[src/rtl/lc3b_mem_sequencer_pkg.sv]
// rtl/lc3b_mem_sequencer_pkg.sv - shared state type for the LC-3b memory-access sequencer
package lc3b_mem_sequencer_pkg;

    typedef enum logic [2:0] {
        SEQ_IDLE,
        SEQ_PTR,
        SEQ_PTR_GAP,
        SEQ_ACCESS,
        SEQ_GAP_DONE
    } seq_state_e;

    // After a pointer hop (or at accept) the next strobe is another hop while depth remains.
    function automatic seq_state_e next_strobe_state(input logic more_ptr);
        return more_ptr ? SEQ_PTR : SEQ_ACCESS;
    endfunction

endpackage

[src/rtl/lc3b_seq_timer.sv]
// rtl/lc3b_seq_timer.sv - saturating wait counter that flags the wait cycle reaching LIMIT
module lc3b_seq_timer #(
    parameter int LIMIT = 255
) (
    input  logic clk,
    input  logic rst_n,
    input  logic clear,
    input  logic enable,
    output logic expired
);

    localparam int CNT_W = $clog2(LIMIT + 1);
    localparam logic [CNT_W-1:0] LIMIT_C = CNT_W'(LIMIT);
    localparam logic [CNT_W-1:0] LAST_C  = CNT_W'(LIMIT - 1);

    logic [CNT_W-1:0] count;

    always_ff @(posedge clk or negedge rst_n) begin
        if (!rst_n) begin
            count <= '0;
        end else if (clear) begin
            count <= '0;
        end else if (enable && (count != LIMIT_C)) begin
            count <= count + 1'b1;
        end
    end

    // High in the unanswered wait cycle whose edge brings the count to LIMIT.
    assign expired = enable && !clear && (count == LAST_C);

endmodule

[src/rtl/lc3b_mem_sequencer.sv]
// rtl/lc3b_mem_sequencer.sv - pointer-chasing load/store engine between control FSM and memory port
module lc3b_mem_sequencer
    import lc3b_mem_sequencer_pkg::*;
#(
    parameter int DATA_W  = 16,
    parameter int ADDR_W  = 16,
    parameter int MAX_IND = 2,
    parameter int TIMEOUT = 255,
    localparam int IND_W  = $clog2(MAX_IND + 1),
    localparam int LANE_W = $clog2(DATA_W / 8),
    localparam int BE_W   = DATA_W / 8
) (
    input  logic              clk,
    input  logic              rst_n,
    input  logic              req_valid,
    output logic              req_ready,
    input  logic              req_write,
    input  logic              req_byte,
    input  logic [IND_W-1:0]  req_ind,
    input  logic [ADDR_W-1:0] req_addr,
    input  logic [DATA_W-1:0] req_wdata,
    output logic              busy,
    output logic              done,
    output logic              err,
    output logic [DATA_W-1:0] rdata,
    output logic              mem_read,
    output logic              mem_write,
    output logic [ADDR_W-1:0] mem_address,
    output logic [DATA_W-1:0] mem_wdata,
    output logic [BE_W-1:0]   mem_byte_enable,
    input  logic [DATA_W-1:0] mem_rdata,
    input  logic              mem_resp
);

    typedef struct packed {
        logic              write;
        logic              is_byte;
        logic [IND_W-1:0]  ind;
        logic [ADDR_W-1:0] addr;
        logic [DATA_W-1:0] wdata;
    } req_t;

    localparam logic [IND_W-1:0] MAX_IND_C = IND_W'(MAX_IND);

    function automatic logic [DATA_W-1:0] lane_zext(input logic [DATA_W-1:0] word,
                                                    input logic [LANE_W-1:0] lane);
        logic [DATA_W-1:0] shifted;
        shifted = word >> (8 * lane);
        return DATA_W'(shifted[7:0]);
    endfunction

    function automatic logic [BE_W-1:0] lane_onehot(input logic [LANE_W-1:0] lane);
        return BE_W'(1) << lane;
    endfunction

    seq_state_e        state, state_d;
    req_t              req_q;
    logic              err_q;
    logic [DATA_W-1:0] rdata_q;
    logic              strobing;
    logic              timeout_hit;
    logic [ADDR_W-1:0] aligned_addr;

    assign strobing     = (state == SEQ_PTR) || (state == SEQ_ACCESS);
    assign aligned_addr = {req_q.addr[ADDR_W-1:LANE_W], {LANE_W{1'b0}}};

    generate
        if (TIMEOUT > 0) begin : g_timer
            lc3b_seq_timer #(.LIMIT(TIMEOUT)) u_timer (
                .clk     (clk),
                .rst_n   (rst_n),
                .clear   (!strobing),
                .enable  (strobing && !mem_resp),
                .expired (timeout_hit)
            );
        end else begin : g_no_timer
            assign timeout_hit = 1'b0;
        end
    endgenerate

    always_ff @(posedge clk or negedge rst_n) begin
        if (!rst_n) begin
            state <= SEQ_IDLE;
        end else begin
            state <= state_d;
        end
    end

    // mem_resp wins over a simultaneous timeout, so it is tested first.
    always_comb begin
        state_d = state;
        unique case (state)
            SEQ_IDLE: begin
                if (req_valid) begin
                    state_d = (req_ind > MAX_IND_C) ? SEQ_GAP_DONE
                                                    : next_strobe_state(req_ind != '0);
                end
            end
            SEQ_PTR: begin
                if (mem_resp)         state_d = SEQ_PTR_GAP;
                else if (timeout_hit) state_d = SEQ_GAP_DONE;
            end
            SEQ_PTR_GAP:  state_d = next_strobe_state(req_q.ind != '0);
            SEQ_ACCESS: begin
                if (mem_resp || timeout_hit) state_d = SEQ_GAP_DONE;
            end
            SEQ_GAP_DONE: state_d = SEQ_IDLE;
            default:      state_d = SEQ_IDLE;
        endcase
    end

    always_ff @(posedge clk or negedge rst_n) begin
        if (!rst_n) begin
            req_q   <= '0;
            err_q   <= 1'b0;
            rdata_q <= '0;
        end else begin
            unique case (state)
                SEQ_IDLE: begin
                    if (req_valid) begin
                        req_q <= '{write: req_write, is_byte: req_byte, ind: req_ind,
                                   addr: req_addr, wdata: req_wdata};
                        err_q <= (req_ind > MAX_IND_C);
                    end
                end
                SEQ_PTR: begin
                    if (mem_resp) begin
                        req_q.addr <= mem_rdata[ADDR_W-1:0];
                        req_q.ind  <= req_q.ind - 1'b1;
                    end else if (timeout_hit) begin
                        err_q <= 1'b1;
                    end
                end
                SEQ_ACCESS: begin
                    if (mem_resp) begin
                        if (!req_q.write) begin
                            rdata_q <= req_q.is_byte ? lane_zext(mem_rdata, req_q.addr[LANE_W-1:0])
                                                     : mem_rdata;
                        end
                    end else if (timeout_hit) begin
                        err_q <= 1'b1;
                    end
                end
                default: ;
            endcase
        end
    end

    assign req_ready = (state == SEQ_IDLE);
    assign busy      = (state != SEQ_IDLE);
    assign done      = (state == SEQ_GAP_DONE);
    assign err       = done && err_q;
    assign rdata     = rdata_q;
    assign mem_read  = (state == SEQ_PTR) || ((state == SEQ_ACCESS) && !req_q.write);
    assign mem_write = (state == SEQ_ACCESS) && req_q.write;

    // Address, lanes and data are driven only while strobing so idle cycles present zeros.
    always_comb begin
        mem_address     = '0;
        mem_byte_enable = '0;
        mem_wdata       = '0;
        if (state == SEQ_PTR) begin
            mem_address     = aligned_addr;
            mem_byte_enable = '1;
        end else if (state == SEQ_ACCESS) begin
            mem_address     = req_q.is_byte ? req_q.addr : aligned_addr;
            mem_byte_enable = req_q.is_byte ? lane_onehot(req_q.addr[LANE_W-1:0]) : '1;
            if (req_q.write) begin
                mem_wdata = req_q.is_byte ? {BE_W{req_q.wdata[7:0]}} : req_q.wdata;
            end
        end
    end

endmodule

[config.mk]
export PLATFORM = sky130hd
export DESIGN_NAME = lc3b_mem_sequencer
export DESIGN_NICKNAME = d
export VERILOG_FILES = /design/src/rtl/lc3b_mem_sequencer_pkg.sv /design/src/rtl/lc3b_seq_timer.sv /design/src/rtl/lc3b_mem_sequencer.sv
export SDC_FILE = /design/constraint.sdc
export NUM_CORES = 1
export LEC_CHECK = 0
export ABC_AREA = 1
export ABC_CLOCK_PERIOD_IN_PS = 1200
export BUFFER_PORTS_ARGS = -buffer_cell sky130_fd_sc_hd__buf_2
export CORE_ASPECT_RATIO = 0.75
export CORE_UTILIZATION = 46
export CTS_CLUSTER_DIAMETER = 40
export DETAILED_ROUTE_END_ITERATION = 7
export PLACE_DENSITY = 0.82
export SKIP_CTS_REPAIR_TIMING = 1
export SLEW_MARGIN = 10
export SYNTH_ARGS = -nofsm -noshare
export SYNTH_HDL_FRONTEND = slang
export SYNTH_SLANG_ARGS = --single-unit
[constraint.sdc]
create_clock -name clk -period 1.2 [get_ports clk]
set_input_delay 0.18 -clock clk [delete_from_list [all_inputs] [get_ports clk]]
set_output_delay 0.18 -clock clk [all_outputs]
set_load 0.03 [all_outputs]
== Yosys cells after proc, flatten, opt, wreduce, memory -nomap -nowiden ==
Cells that the tools add are included.

* Flip-flop bits (word level): 64
* Bits of input ports: 56

* Order comparisons: 1
* Equal/unequal tests: 13
* Shift-type cells: 2
* Bitwise gates (word level): 1
* Multiplexer cells: 28
* Reduce and logical (&&, ||, !) cells: 24
* Add/sub/neg operators: 2

{| class="wikitable"
|+ Operators with widths
! operator !! number
|-
| 2-to-1 mux 16 bit || 7
|-
| case mux 18 bit (2 select lines) || 1
|-
| 2-to-1 mux 34 bit || 1
|-
| 2-to-1 mux 18 bit || 1
|-
| 2-to-1 mux 8 bit || 2
|-
| >> shifter 16 x 4 -> 8 bit || 1
|-
| 2-to-1 mux 3 bit || 5
|-
| case mux 3 bit (4 select lines) || 1
|-
| 2-to-1 mux 2 bit || 5
|-
| AND reduction 3 bit || 3
|-
| adder 8 x 1 -> 8 bit (second input constant) || 1
|-
| equality test 8 bit (second input constant) || 1
|-
| inequality test 8 bit (second input constant) || 1
|-
| nonzero test 2 bit || 4
|-
| logical AND 1 bit || 7
|-
| equality test 3 x 2 -> 1 bit (second input constant) || 2
|-
| inequality test 2 x 1 -> 1 bit (second input constant) || 3
|-
| inequality test 2 bit (second input constant) || 3
|-
| 2-to-1 mux 1 bit || 4
|-
| AND reduction 4 bit || 1
|-
| equality test 3 x 1 -> 1 bit (second input constant) || 1
|-
| equality test 3 bit (second input constant) || 1
|-
| zero test 3 bit || 1
|-
| logical OR 1 bit || 3
|-
| 10 further kinds || 11
|}

== Longest topological paths before layout ==
Gate-level depths: netlist (run 1).

* Word-level depth: 8
* Gate-level depth with buffers: 9

== Hierarchy ==
Synthesis (run 1) repeated with hierarchy kept, for this count alone.

* Cells, all modules: 523
* Area total of the unflattened synthesis: 3597.2 µm²

{| class="wikitable"
|+ By module, submodules not included
! module !! sequential area each (µm²) !! cells each !! times used !! area an instance (µm²)
|-
| lc3b_mem_sequencer || 1401.3 || 447 || 1 || 3067.9
|-
| lc3b_seq_timer || 200.2 || 76 || 1 || 529.3
|}

== Worst setup path after synthesis (run 1) ==
OpenSTA, ideal clock, no wires.

* Kind: reg-to-output
* From: reg state[1]
* To: out err
* Arrival time: 1.575 ns
* Data required time: 1.020 ns
* Stages on the path, launching flop included: 3
* Slack: -0.555 ns
* Cell sequence: dfrtp_1 nor3_1 and2_1

* Word-level cells in the longest chain between the ends: 2

{| class="wikitable"
|+ RTL lines
! what !! line !! source
|-
| start: declaration || lc3b_mem_sequencer.sv:56 || <nowiki>seq_state_e state, state_d;</nowiki>
|-
| start signal: assignment || lc3b_mem_sequencer.sv:85 || <nowiki>state <= state_d;</nowiki>
|-
| equality test 3 bit || lc3b_mem_sequencer.sv:151 || <nowiki>assign done = (state == SEQ_GAP_DONE);</nowiki>
|-
| via done || lc3b_mem_sequencer.sv:23 || <nowiki>output logic done,</nowiki>
|-
| logical AND 1 bit || lc3b_mem_sequencer.sv:152 || <nowiki>assign err = done && err_q;</nowiki>
|-
| end: declaration || lc3b_mem_sequencer.sv:24 || <nowiki>output logic err,</nowiki>
|}

The timed path passes the listed nets, and every way through them passes these cells.

== Final worst setup path (run 1) ==
* From: reg state[2]
* To: out mem_wdata[11]

* Word-level cells in the longest chain between the ends: 3
* Elaborated cells on any way between the ends: 4
* Classes of those cells: 2 x eq/ne; 2 x mux

{| class="wikitable"
|+ RTL lines
! what !! line !! source
|-
| equality test 3 x 2 -> 1 bit || lc3b_mem_sequencer.sv:165 || <nowiki>end else if (state == SEQ_ACCESS) begin</nowiki>
|-
| 2-to-1 mux 16 bit || lc3b_mem_sequencer.sv:165 ||
|-
| 2-to-1 mux 16 bit (*) || lc3b_mem_sequencer.sv:162 || <nowiki>if (state == SEQ_PTR) begin</nowiki>
|-
| end: declaration || lc3b_mem_sequencer.sv:29 || <nowiki>output logic [DATA_W-1:0] mem_wdata,</nowiki>
|}

Mark *: on every way between the ends. The rest lies on a longest branch, timed or not.

==> results of run 1 <==
## how the worst min path moves through the flow
| stage | startpoint | to | slack, ns | depth (start not counted) |
|---|---|---|---|---|
| after floorplan | rst_n | aligned_addr[10] | -0.12 | 0 |
| after global placement | rst_n | req_q[4] | 0.05 | 1 |
| after detailed placement | rst_n | req_q[4] | 0.05 | 1 |
| after CTS | rst_n | req_q[4] | -0.33 | 1 |
| after global routing | req_wdata[1] | req_q[1] | 0.06 | 3 |
| final | req_wdata[4] | req_q[4] | 0.06 | 3 |
## synth_stat cells (all sizes together)
cell,count
clkinv,1
nand4,2
dfrtp,64
and2,1
xnor2,1
buf,20
xor2,1
nand3,39
nor2,44
a21oi,12
ha,3
nor3,2
nand2,197
clkbuf,3
inv,44
nand3b,1
o21bai,1
o22ai,1
o21ai,40
o31ai,8
## cell families after synthesis
family / synth area share
XOR/XNOR: 0.00501
AND/OR/NAND/NOR: 0.334
adder cells (fa/ha/maj): 0.0107
AO/OA/AOI/OAI: 0.102
buffers and inverters: 0.0901
flip-flops: 0.458
## worst reg2reg max path, stage by stage, from the launching register on
cell,delay (ns)
dfrtp_1,0.43
inv_2,0.10
nand2_4,0.07
nor2_4,0.14
buf_12,0.14
buf_4,0.11
nand2_2,0.05
buf_12,0.17
o31ai_2,0.23
## where the power goes
group	total, mW	leakage (nW)	switching (mW)	internal, mW
logic	8.27	1.83	5.11	3.16
registers	3.72	0.822	0.686	3.03
clock network	1.58	0.0801	0.841	0.740
## per-layer routing
metal  vias to the layer above  global-route usage  wire length (um)  share of wire
li1                       1834                   -                 -              -
met1                      1906               0.392              5020           0.42
met2                       246               0.408              5510           0.46
met3                        38              0.0667              1090          0.092
met4                         0              0.0829               251          0.021
met5                         -                   0                 0              0
## registers in the layout, summed over array words and instances, names as in the netlist
signal and flops:
req_q 21, aligned_addr 15, g_timer.u_timer.count 8, err_q 1, rdata 16, state 3
## area by class of cell
cell class | count | share of cell area
clock inverter | 4 | 0.00416
tap | 101 | 0.0233
timing repair buffer | 166 | 0.245
inverter | 45 | 0.0339
multi-input combinational | 354 | 0.372
clock buffer | 12 | 0.0249
sequential | 64 | 0.296
==> impl_metrics.toml, run 1 <==
[synthesis]
synth.area.top_cells = "dfrtp_1 (46%), nand2_1 (21%), nand3_1 (5.6%)"
ys_warn_count = 0
syn_avg_cell_area_um2 = 7.21
yosys.area.top_type = "dfrtp_1"
yosysTopAreaCellShare = 0.458
ys_seq_area_frac = 0.458
synth_cells = 485
synth_nets = 544
synthDistinctLibCells = 32
synth_area_um2 = 3500
synth_seq_cells = 64

[sta]
max_freq_mhz = 557
finalSetupViolCount = 104
skew_ns = 0.0102
finalCriticalPeriod_ns = 1.79
worstMarginPinSlew_ns = 0.298
finalCritPeriodShare = 1.50
finalWorstSetupSlack_ns = -0.595
relSlewSlack = 0.801
hold_viol_final = 0
whs_ns = 0.0566
rsz0062_at_grt = "true"
fin_tns_setup_ns = -36.17
report.final.slew_viol_count = 0

[cells_and_area]
area_growth_pct = 54.9
layout.area.seq_um2 = 1610
final_nets = 699
layout_commonest_cell = "nand2_1"
utilization = 0.736
final_cells = 746
n_fill_cell = 532
diodes = 0
fin_area_um2 = 5420
drive_above_1_share = 0.416
final_cell_mix = "nand2_1 (180), buf_2 (73), dfrtp_1 (61), buf_4 (43), buf_6 (39)"
multi_input_area_um2 = 2020

[setup_path]
path_depth = 7
crit_family = "flip-flops"
critPathBufInv = 3
cp.required_ns = 1.02
critPathCapture = "mem_wdata[11]"
crit_arrival_ns = 1.61
r2r_cells = 8
cp-end-kind = "output port"
crit_path_frequent_cell = "nand2_4"
start_kind = "flop"
rrSetupSlack_ns = -0.36
path_class = "reg2out"
cpPeakStageDelay_ns = 0.43
cpMaxStageDelayCell = "dfrtp_1"
crit_fanout = 5
r2r-end = "rdata[10]"
path_cells = "inv_2 -> nand2_4 -> nor2_4 -> buf_12 -> nand2_4 -> a21oi_4 -> buf_6"
crit_start = "state[2]"
worstReg2RegStart = "state[2]"

[floorplan]
die_h_um = 77.5
num_rows = 27
ios = 112
core_area_um2 = 7360
initial_utilization = 0.475
dieArea_um2 = 7960
die_x_um = 103

[power]
p_total_mw = 13.6
irDropWorstVdd_mv = 1.27
p_per_area_nw_per_um2 = 2500
p_leak_nw = 2.73

[global_routing]
track_usage = 0.274
grt_max_degree = 45
grt_first_pass_wirelength_mm = 16.6
grt_pass1_vias = 3473
antenna_found_initial = 0
grt-ovfl-total = 0

[drt]
first_iter_violations = 330
vias_per_cell = 5.39
num_vias = 4024
wl_per_cell_um = 15.9
first_pass_iters = 5
ant_nets = 0
drc = 0
wl_mm = 11.9

[placement]
dp_hpwl_mm = 7.61
pre_cts_ws_ns = -0.247
postPlaceCellArea_um2 = 4730
port_buffers = 111
dp_cells = 721
gp_congestion = 0.878

[min_path]
worstHoldPathType = "in2reg"

[clocking]
clk_pin_slew_ns = 0.08
cts_tree = "yes"
cts_buffers = 9
cts.sinks = 64
clockBufferDepth = 2
clk_latency_ns = 0.35
h-tree-depth = 3
cts_root_buf = "clkbuf_8"

[job]
maxCapViolCount = 0

[run_status]
failed_checks = "negative setup slack"
status = "complete, but fails checks"
Note: power is estimated with default switching activity, not from simulation.
==> run 2, diff against run 1 <==
--- a/config.mk
+++ b/config.mk
@@ -5,7 +5,6 @@
 export SDC_FILE = /design/constraint.sdc
 export NUM_CORES = 1
 export LEC_CHECK = 0
-export ABC_AREA = 1
 export ABC_CLOCK_PERIOD_IN_PS = 1200
 export BUFFER_PORTS_ARGS = -buffer_cell sky130_fd_sc_hd__buf_2
 export CORE_ASPECT_RATIO = 0.75
==> impl_metrics.toml, run 2 <==
[run_status]
status = "complete, but fails checks"
failed_checks = "negative setup slack"

[placement]
port_buffers = 111
gp_congestion = 0.878
pre_cts_ws_ns = -0.346
dp_hpwl_mm = 6.80
dp_cells = 561
postPlaceCellArea_um2 = 4780

[sta]
rsz0062_at_grt = "true"
fin_tns_setup_ns = -41.70
max_freq_mhz = 557
report.final.slew_viol_count = 0
finalSetupViolCount = 103
finalCritPeriodShare = 1.50
finalWorstSetupSlack_ns = -0.597
worstMarginPinSlew_ns = 0.345
skew_ns = 0.00534
relSlewSlack = 0.770
hold_viol_final = 0
finalCriticalPeriod_ns = 1.80
whs_ns = 0.0523

[setup_path]
r2r-end = "state[1]"
rrSetupSlack_ns = -0.48
worstReg2RegStart = "state[1]"
cp-end-kind = "output port"
path_class = "reg2out"
critPathCapture = "req_ready"
crit_start = "state[0]"
cp.required_ns = 1.02
crit_fanout = 10
r2r_cells = 4
crit_arrival_ns = 1.62
start_kind = "flop"

[synthesis]
ys.flop_type = "dfrtp_1"
synth_commonest_cells = "dfrtp_1 (64), mux2i_1 (36), mux2_2 (34)"
async_flop_share = 1.00
synthDistinctLibCells = 48
synth-edff-count = 0
synth_area_um2 = 3540
syn_avg_cell_area_um2 = 10.9
synth_nets = 385
synth.area.top_cells = "dfrtp_1 (45%), mux2_2 (11%), mux2i_1 (10%)"
yosysMostFrequentCell = "dfrtp_1"
yosys.area.top_type = "dfrtp_1"
synth_cells = 326
ys_warn_count = 0
ys_seq_area_frac = 0.452
synth_seq_cells = 64
yosysTopAreaCellShare = 0.452

[power]
power.internal_mw = 8.12
p_seq_frac = 0.273
power_frac_comb = 0.583
clkPwrFrac = 0.144
switching_share = 0.404
p_total_mw = 13.6
p_leak_nw = 2.86
p_per_area_nw_per_um2 = 2480
p_sw_mw = 5.51
irDropWorstVdd_mv = 1.48

[drt]
vias_per_cell = 5.38
wl_per_cell_um = 18.7
num_vias = 3189
first_pass_iters = 5
drc = 0
ant_nets = 0
first_iter_violations = 195
wl_mm = 11.1

[cells_and_area]
diodes = 0
regMostFlops = "req_q"
final_nets = 546
area_growth_pct = 55.1
n_fill_cell = 466
multi_input_area_um2 = 2210
utilization = 0.743
layout_commonest_cell = "buf_2"
drive_above_1_share = 0.618
final_cells = 593
layout.area.seq_um2 = 1600
largest_reg_flops = 21
fin_area_um2 = 5490
final_cell_mix = "buf_2 (88), dfrtp_1 (62), mux2_4 (50), buf_4 (41), mux2i_1 (36)"

[clocking]
cts_buffers = 9
clk_latency_ns = 0.35
h-tree-depth = 3
cts_root_buf = "clkbuf_8"
clk_pin_slew_ns = 0.08
clockBufferDepth = 2
cts.sinks = 64
cts_tree = "yes"

[floorplan]
initial_utilization = 0.479
core_area_um2 = 7400
num_rows = 27
die_x_um = 103
dieArea_um2 = 8060
die_h_um = 78.0
ios = 112

[global_routing]
track_usage = 0.247
grt_max_degree = 65
grt-ovfl-total = 0
grt_pass1_vias = 3029
grt_first_pass_wirelength_mm = 14.8
antenna_found_initial = 0

[min_path]
worstHoldPathType = "in2reg"

[job]
maxCapViolCount = 0
-- run 2: cell count changes after synthesis, sizes merged, moves of 24 or more --
cell,before,now
nand2,197,26
mux2,0,52
o21ai,40,3
mux2i,0,36
nand3,39,4
and2,1,25
nor2,44,20
-- run 2: layout make-up --
type | instances | area share
clock inverter | 7 | 0.0143
clock buffer | 9 | 0.0225
inverter | 23 | 0.0171
multi-input combinational | 220 | 0.402
tap | 101 | 0.0230
timing repair buffer | 169 | 0.230
sequential | 64 | 0.292
-- run 2: worst min path at each step --
stage,startpoint,endpoint,slack (ns),depth (start not counted)
global placement,rst_n,aligned_addr[1],0.22,2
finish,req_wdata[1],req_q[1],0.05,2
floorplan,rst_n,aligned_addr[10],-0.12,0
global route,req_wdata[1],req_q[1],0.04,2
detailed placement,rst_n,err_q,0.22,2
CTS,rst_n,err_q,-0.15,2
-- run 2: metal layers --
layer,part of all wire,vias up,track usage,wire length [um]
met2,0.48,127,0.360,5370
met5,0,-,0,0
li1,-,1441,-,-
met3,0.057,20,0.0649,636
met1,0.44,1601,0.361,4880
met4,0.019,0,0.0704,206
-- run 2: power by group through the flow --
stage	registers, mW	logic (mW)	clock network (mW)
3_3_place_gp	3.62	6.56	0
2_1_floorplan	3.95	4.65	0
4_1_cts	3.64	6.71	1.98
5_1_grt	3.81	8.35	2.08
6_report	3.72	7.95	1.96
3_5_place_dp	3.66	6.68	0
-- run 2: logic make-up (layout without fill, tap and decap cells) --
| family | count (synthesis) | in the layout | synth area share |
|---|---|---|---|
| simple gates | 103 | 103 | 0.158 |
| mux | 88 | 88 | 0.268 |
| flops | 64 | 64 | 0.452 |
| buf+inv | 42 | 208 | 0.0565 |
| compound gates | 26 | 26 | 0.0548 |
| fa+ha+maj | 3 | 3 | 0.0106 |
-- run 2: worst max-delay path, cell delays in order, from the launching register on --
cell and delay (ns):
dfrtp_1 0.42, buf_4 0.21, or3_4 0.41, clkinv_4 0.06
clkbuf_4 0.17
==> run 3, diff against run 2 <==
--- a/config.mk
+++ b/config.mk
@@ -13,7 +13,6 @@
 export DETAILED_ROUTE_END_ITERATION = 7
 export PLACE_DENSITY = 0.82
 export SKIP_CTS_REPAIR_TIMING = 1
-export SLEW_MARGIN = 10
 export SYNTH_ARGS = -nofsm -noshare
 export SYNTH_HDL_FRONTEND = slang
 export SYNTH_SLANG_ARGS = --single-unit
==> constraint.sdc (replaced) <==
create_clock -name clk -period 1.2 [get_ports clk]
set_input_delay 0.12 -clock clk [delete_from_list [all_inputs] [get_ports clk]]
set_output_delay 0.12 -clock clk [all_outputs]
set_load 0.03 [all_outputs]
==> impl_metrics.toml, run 3 (synthesized netlist as in run 2, its figures left out) <==
[cells_and_area]
largest_reg_flops = 21
utilization = 0.782
layout_commonest_cell = "buf_2"
final_cell_mix = "buf_2 (72), dfrtp_1 (60), buf_6 (46), buf_4 (39), mux2_4 (37)"
regMostFlops = "req_q"
n_fill_cell = 402
area_growth_pct = 63.3
diodes = 0
final_cells = 602
drive_above_1_share = 0.621
final_nets = 556

[run_status]
status = "complete, but fails checks"
failed_checks = "negative setup slack"

[power]
irDropWorstVdd_mv = 1.58
p_leak_nw = 2.93
p_per_area_nw_per_um2 = 2480

[setup_path]
crit_fanout = 9
start_kind = "flop"
path_cells = "buf_4 -> or3b_4 -> clkbuf_16 -> mux2i_1 -> mux2_2"
cpMaxStageDelayCell = "or3b_4"
crit_arrival_ns = 1.99
cp.required_ns = 1.44
path_class = "reg2reg"
cpPeakStageDelay_ns = 0.45
critPathBufInv = 2
cp-end-kind = "flop"
crit_family = "simple AND/OR/NAND/NOR gates"

[clocking]
cts.sinks = 64
clk_pin_slew_ns = 0.07
clockBufferDepth = 2
cts_root_buf = "clkbuf_8"
cts_tree = "yes"
h-tree-depth = 3
cts_buffers = 9
clk_latency_ns = 0.36

[sta]
relSlewSlack = 0.749
worstMarginPinSlew_ns = 0.376
finalSetupViolCount = 104
rsz0062_at_grt = "true"
finalCriticalPeriod_ns = 1.75
hold_viol_final = 0
skew_ns = 0.0132
finalCritPeriodShare = 1.46
report.final.slew_viol_count = 0
finalWorstSetupSlack_ns = -0.554
max_freq_mhz = 570

[placement]
gp_congestion = 0.842
port_buffers = 111
dp_hpwl_mm = 6.84
dp_cells = 552

[drt]
first_pass_iters = 4
wl_mm = 12.4
ant_nets = 0
wl_per_cell_um = 20.6
first_iter_violations = 183
num_vias = 3358
vias_per_cell = 5.58
drc = 0

[floorplan]
die_h_um = 78.0
num_rows = 27
die_x_um = 103
dieArea_um2 = 8060
core_area_um2 = 7400
initial_utilization = 0.479
ios = 112

[global_routing]
grt_max_degree = 31
grt_pass1_vias = 2975
grt_first_pass_wirelength_mm = 15.3
antenna_found_initial = 0
track_usage = 0.258
grt-ovfl-total = 0

[min_path]
worstHoldPathType = "in2reg"

[job]
maxCapViolCount = 0
==> run 3: cell count changes in the layout (fill, tap and decap cells not counted), moves of 6 or more <==
cell	change
mux2_2	+13
clkbuf_4	-10
buf_2	-16
nor2_4	+6
and2_4	+8
dlygate4sd3_1	+7
and2_2	-7
mux2_4	-13
buf_6	+28
==> run 3: cell type report <==
class / count / area [um2] / area share
flip-flops and latches: 64 / 1610 / 0.278
clock inverters: 3 / 42.5 / 0.00735
inverters: 23 / 96.3 / 0.0167
multi-input cells: 220 / 2210 / 0.382
repair buffers: 179 / 1560 / 0.269
clock buffers: 12 / 145 / 0.0251
well taps: 101 / 126 / 0.0218
==> run 3: worst reg2reg max path: cells and delay by family (launching register included) <==
kind | cells | cell delay [ns]
buffers and inverters | 2 | 0.36
multiplexers | 2 | 0.40
AND/OR/NAND/NOR | 1 | 0.45
flip-flops | 1 | 0.43
==> run 3: report_power, final <==
part,internal (mW),switching [mW],total (mW),leakage [nW]
Clock,1.00,0.890,1.89,0.0925
Combinational,4.47,4.22,8.68,2.04
Sequential,3.06,0.706,3.76,0.796
==> run 3: path summary, 6_finish.rpt <==
path	startpoint	endpoint	slack [ns]	cells past startpoint
max	state[1]	aligned_addr[4]	-0.55	5
min	req_wdata[3]	req_q[3]	0.0009	2
max reg2reg	state[1]	aligned_addr[4]	-0.55	5
min reg2reg	aligned_addr[10]	aligned_addr[10]	0.51	1
max in group asynchronous	rst_n	state[2]	0.50	3
min in group asynchronous	rst_n	aligned_addr[12]	0.20	2
==> run 3: layer usage <==
| metal | track usage | share of wire | routed length [um] |
|---|---|---|---|
| met5 | 0 | 0 | 0 |
| met4 | 0.100 | 0.031 | 387 |
| met1 | 0.367 | 0.42 | 5150 |
| met3 | 0.0712 | 0.073 | 910 |
| met2 | 0.371 | 0.48 | 5960 |
==> run 3: through the flow <==
stage               power (mW)  hold slack [ns]  area, um2  TNS (ns)  setup slack [ns]
detailed placement        10.1           0.0394       4670    -28.24            -0.442
floorplan                 8.34           -0.176       3820    -24.05            -0.441
CTS                       12.0           -0.346       4860    -47.61            -0.826
finish                    14.3         0.000909       5790    -44.35            -0.554
global placement          9.92           0.0405       4670    -25.24            -0.387
global route              14.9          0.00218       5790    -48.19            -0.575
